--- config.mk ---
export PLATFORM = sky130hd
export DESIGN_NAME = switch_allocator
export DESIGN_NICKNAME = d
export VERILOG_FILES = /design/src/rtl/switch_allocator.sv
export SDC_FILE = /design/constraint.sdc
export NUM_CORES = 1
export LEC_CHECK = 0
export ABC_AREA = 1
export CORE_UTILIZATION = 52
export CTS_CLUSTER_DIAMETER = 60
export DETAILED_ROUTE_END_ITERATION = 8
export PLACE_DENSITY_LB_ADDON = 0.2
export SYNTH_ARGS = -nofsm -noshare
export SYNTH_HDL_FRONTEND = slang
export SYNTH_SLANG_ARGS = --single-unit
--- constraint.sdc ---
create_clock -name clk -period 7.5 [get_ports clk]
set_clock_uncertainty 0.05 [all_clocks]
set_input_delay 1.875 -clock clk [delete_from_list [all_inputs] [get_ports clk]]
set_output_delay 1.875 -clock clk [all_outputs]
set_load 0.02 [all_outputs]
--- src/rtl/switch_allocator.sv ---
// Packet-level switch allocator: per-output round-robin arbitration with a packet lock held until the tail transfers.
// A request in cycle n locks in n+1; transfers are gated by in_valid[owner] & out_ready[o], and a bubble or stall keeps the lock.
module switch_allocator #(
  parameter int NPORTS = 5,
  parameter int DIR_W  = 3
) (
  input  logic                      clk,
  input  logic                      reset,
  input  logic [NPORTS-1:0]         in_valid,
  input  logic [NPORTS-1:0]         in_tail,
  input  logic [DIR_W-1:0]          e_req,
  input  logic [DIR_W-1:0]          w_req,
  input  logic [DIR_W-1:0]          n_req,
  input  logic [DIR_W-1:0]          s_req,
  input  logic [DIR_W-1:0]          j_req,
  input  logic [NPORTS-1:0]         out_ready,
  output logic [NPORTS-1:0]         in_gnt,
  output logic [NPORTS-1:0]         out_valid,
  output logic [NPORTS*DIR_W-1:0]   xbar_sel,
  output logic [NPORTS-1:0]         out_busy,
  output logic                      err_dir
);

  typedef enum logic {IDLE = 1'b0, LOCKED = 1'b1} state_t;

  state_t             state_q [NPORTS];
  state_t             state_d [NPORTS];
  logic [DIR_W-1:0]   owner_q [NPORTS];
  logic [DIR_W-1:0]   owner_d [NPORTS];
  logic [DIR_W-1:0]   ptr_q   [NPORTS];
  logic [DIR_W-1:0]   ptr_d   [NPORTS];
  logic [DIR_W-1:0]   code    [NPORTS];
  logic [NPORTS-1:0]  req     [NPORTS];
  logic [NPORTS-1:0]  owned;
  logic [NPORTS-1:0]  bad;
  logic [NPORTS-1:0]  xfer;
  logic [DIR_W:0]     sum;
  logic [DIR_W-1:0]   cand;
  logic               found;
  logic               err_q;

  assign code[0] = e_req;
  assign code[1] = w_req;
  assign code[2] = n_req;
  assign code[3] = s_req;
  assign code[4] = j_req;

  // An input already locked to some output may not request another one.
  always_comb begin
    owned = '0;
    bad   = '0;
    for (int o = 0; o < NPORTS; o++) begin
      if (state_q[o] == LOCKED) owned[owner_q[o]] = 1'b1;
    end
    for (int i = 0; i < NPORTS; i++) begin
      bad[i] = in_valid[i] & (code[i] >= DIR_W'(NPORTS));
    end
    for (int o = 0; o < NPORTS; o++) begin
      req[o] = '0;
      for (int i = 0; i < NPORTS; i++) begin
        req[o][i] = in_valid[i] & (code[i] == DIR_W'(o)) & ~owned[i];
      end
    end
  end

  always_comb begin
    sum   = '0;
    cand  = '0;
    found = 1'b0;
    for (int o = 0; o < NPORTS; o++) begin
      state_d[o] = state_q[o];
      owner_d[o] = owner_q[o];
      ptr_d[o]   = ptr_q[o];
      xfer[o]    = 1'b0;
      if (state_q[o] == IDLE) begin
        found = 1'b0;
        for (int k = 0; k < NPORTS; k++) begin
          sum = {1'b0, ptr_q[o]} + (DIR_W+1)'(k);
          if (sum >= (DIR_W+1)'(NPORTS)) sum = sum - (DIR_W+1)'(NPORTS);
          cand = sum[DIR_W-1:0];
          if (!found && req[o][cand]) begin
            found      = 1'b1;
            owner_d[o] = cand;
            state_d[o] = LOCKED;
          end
        end
      end else begin
        xfer[o] = in_valid[owner_q[o]] & out_ready[o];
        if (xfer[o] && in_tail[owner_q[o]]) begin
          state_d[o] = IDLE;
          ptr_d[o]   = (owner_q[o] == DIR_W'(NPORTS-1)) ? '0 : owner_q[o] + 1'b1;
        end
      end
    end
  end

  always_ff @(posedge clk) begin
    if (reset) begin
      for (int o = 0; o < NPORTS; o++) begin
        state_q[o] <= IDLE;
        owner_q[o] <= '0;
        ptr_q[o]   <= '0;
      end
      err_q <= 1'b0;
    end else begin
      for (int o = 0; o < NPORTS; o++) begin
        state_q[o] <= state_d[o];
        owner_q[o] <= owner_d[o];
        ptr_q[o]   <= ptr_d[o];
      end
      err_q <= err_q | (|bad);
    end
  end

  always_comb begin
    in_gnt   = '0;
    out_busy = '0;
    xbar_sel = '1;
    for (int o = 0; o < NPORTS; o++) begin
      out_busy[o] = (state_q[o] == LOCKED);
      if (state_q[o] == LOCKED) xbar_sel[o*DIR_W +: DIR_W] = owner_q[o];
      for (int i = 0; i < NPORTS; i++) begin
        if (xfer[o] && owner_q[o] == DIR_W'(i)) in_gnt[i] = 1'b1;
      end
    end
  end

  assign out_valid = xfer;
  assign err_dir   = err_q;

endmodule
==> results.md <==
- Post-route DRC violation count: 0
- Slew Limit Headroom: a little over half
- Hold Fails Final Rpt: 0
- Via count: ~9000
- Hpwl dp: between 20000 and 25000 um
- Wire per inst: roughly 15 um
- Die Span X: ~120 um
- Worst IR Drop VDD: between 0.0002 and 0.00025 V
- Inserted Clock Buffers: 5
- CTS HTree Levels: 2
- Fin Hold WS: about 0.50 ns
- Combinational share of power: 74.9%
- Fillers: 1509
- Number of DRC markers in iteration 0: roughly 940
- Grt total ovfl: 0
- Number of global-route vias before repair: about 7700
- Total leakage power: roughly 0.0045 uW
- I/O pins: 63
- Reg2reg start: ptr_q[0][12]
- Clk_lat worst skew: just under 0.3 ns
- Post-CTS resize count: 0
- Status: finished clean
- Gate Count Post-Synth: between 1000 and 1500
- CTS Root Cell: clkbuf_16
- Syn Nets: about 1500
- Initial Util: a little over half
- Pin count of the biggest net entering global routing: 19
- Routability Congestion: between 0.9 and 1
- Worst-path cell chain: clkdlybuf4s50_1 > inv_1 > o311ai_0 > nand2_1 > inv_1 > nand2_1 > nor2_1 > a22o_1 > a21oi_1 > nand3_1 > clkdlybuf4s50_1
- Min Clock Period, post-route: around 6.4 ns
- Total power: around 2500 uW
- Kind of critical path: input pin to output port
- Final wirelength: roughly 24000 um
- Setup TNS: 0 ns
- Worst Min Path Start: owner_q[0][1]
- Avg Cell Area, Syn: between 5 and 6 um^2
- Syn-to-layout area delta: 11.9%
- CP max stage delay: approximately 0.70 ns
- Worst Hold Class: flip-flop to flip-flop
- Port buffer count: a little over 60
- Hold depth: 2
- Crit. End Element: output port
- Max-cap violations: 0
- Final #Nets: 1540
- Core area: 14500 um^2
- Number of antenna violations at the first check in global routing: 0
- CTS tree: yes
- End of the worst hold path: owner_q[0][1]
- Seq pwr share: ~15%
- Critical path's slowest cell: clkdlybuf4s50_1
- Family with the most delay on the worst path: buffers and inverters
- Max Fclk: between 150 and 200 MHz
- RSZ-0062 raised after global routing: no
- DRT Pass-1 Iters: 5
- Synth Warn #: 0
- Sequential cell area: around 720 um^2
- Worst R2R Path Depth: 17
- Fraction of registers with async set/reset: 0%
- Ys flop type: dfxtp_1
- Pwr dens: between 200 and 300 nW/um^2
- CP Buf/Inv Count: 4
- Post-DRT Antenna Nets: 0
- Commonest non-fill, non-tap cells in the layout: nand2_1, inv_1, nand3_1
- Worst-path clk slew: approximately 0.06 ns
- Register area share after synthesis: about a tenth
- Worst-margin pin slew: 0.684 ns
- Area of the multi-input gates: 6020 um^2
- Max-slew violations: 0
- Longest Clk Path Bufs: 2
- Commonest non-fill, non-tap cell in the layout: nand2_1
- Rows: between 40 and 50
- Required time worst endpoint: roughly 5.6 ns
- Internal power: about 1100 uW
- First-pass GRT wire length: between 30000 and 40000 um
- Post-CTS Repair Setup Buffers: 0
- Switching share of power: 58.2%
- Post-synth EDFFs: 0
- Flops & latches, synth: 36
- Psw: 1460 uW
- RR Endpoint: owner_q[0][13]
- Worst-path fanout max: 7
- Setup violators final: 0
- Fin crit share: 85.9%
- Synth Cell Area: 7700 um^2
- Startpoint types: input pin
- Critical Path AT: roughly 4.5 ns
- # hold bufs at CTS: 0
- Diodes inserted: 0
- Die height: 124 um
- R2R setup slack: approximately 4.0 ns
- Layout cells sized above 1: approximately 8.5%
- Clock power frac: around 9.7%
- Unique masters post-synth: 48
- Total Routing Usage GR: 32.2%
- CTS sink cnt: 36
- Vias per std cell: 5.56
- DIE AREA: ~15000 um^2
==> cell families (layout without fill, tap and decap cells) <==
family	count (synthesis)	after routing	synth area share, %
adders and majority gates	69	69	11.7
and+or+nand+nor	838	838	50.5
DFF	36	36	9.36
buffers and inverters	242	296	12.5
xor gates and xnor gates	20	20	2.27
AOI/OAI and AO/OA	181	181	13.7
==> power by group through the flow <==
stage	clock network (uW)	registers [uW]	logic, uW
final	245	387	1880
after global routing	256	400	2100
after CTS	247	382	1860
after detailed placement	0	385	1850
after global placement	0	387	1850
after floorplan	0	329	1410
==> flip-flops by register name (all words and copies together) (netlist names) <==
| signal | cells |
|---|---|
| err_dir | 1 |
| owner_q | 15 |
| ptr_q | 15 |
| state_q | 5 |
==> cells in the mapped netlist (3+ instances only) <==
cell type	count	area share [%]
nand2_1	421	21
inv_1	196	9.6
nand3_1	164	11
nor2_1	117	5.7
ha_1	64	10
o21ai_0	55	3.6
a21oi_1	51	3.3
dfxtp_1	36	9.4
nand2_2	26	2.1
nor3_1	25	1.6
nand4_1	24	1.9
inv_2	23	1.1
o22ai_1	20	1.6
xor2_1	16	1.8
nand3_2	15	1.9
o211ai_1	15	1.5
o21ai_1	14	0.91
nor2_2	11	0.89
nor2_4	8	1.2
a21oi_2	7	0.80
buf_4	7	0.68
nand2_4	7	1.0
buf_2	5	0.32
fa_1	5	1.3
nand3b_1	5	0.49
a22o_1	4	0.45
clkinv_1	4	0.19
nand4_2	4	0.65
xnor2_1	4	0.45
a221oi_1	3	0.34
a31oi_1	3	0.24
clkbuf_1	3	0.15
or2_2	3	0.24
==> per-layer routing <==
metal  global-route usage (%)  wire [um]  vias up  share of wire [%]
met1                     44.6      11200     4018                 46
met3                     3.98       1820       41                7.5
met5                        0          0        -                  0
met2                     50.8      10700      357                 44
li1                         -          -     4618                  -
met4                     11.6        744        0                3.0
==> final cells by class <==
class                   instances  area share, %
multi-input cells            1108           69.9
flip-flops and latches         36           8.37
clock buffers                   5           1.45
inverters                     225           9.86
well taps                     184           2.67
clock inverters                 3          0.494
repair buffers                 63           7.29
==> stage by stage <==
step	util (%)	instance area (um^2)	cells	setup slack, ns
5_1_grt	59.5	8610	1624	0.940
2_1_floorplan	-	7700	1386	2.51
3_5_place_dp	58.3	8450	1616	1.10
4_1_cts	59.5	8610	1624	1.08
6_report	59.5	8610	1624	1.06
3_3_place_gp	58.3	8450	1616	1.15
==> worst max path at each step <==
stage | from | endpoint | depth (start not counted)
global route | in_valid[4] | in_gnt[0] | 11
finish | in_valid[4] | in_gnt[1] | 11
detailed placement | in_valid[4] | in_gnt[0] | 11
floorplan | in_valid[3] | in_gnt[3] | 11
CTS | in_valid[4] | in_gnt[1] | 11
global placement | in_valid[4] | in_gnt[1] | 11
==> worst reg2reg max path, stage by stage, from the launching register on <==
cell and delay [ns]:
dfxtp_1 0.65, clkinv_1 0.41, ha_1 0.35, ha_1 0.37, o21ai_0 0.14, nand2_1 0.11
nand2_1 0.10, nand2_1 0.17, o21ai_0 0.11, o21ai_1 0.20, nand2_1 0.07, o21ai_1 0.16
nand3_2 0.17, nand2_1 0.09, inv_1 0.04, nand2_1 0.07, nand2_1 0.07, a21oi_2 0.11
Power figures use the tool's default switching activity.
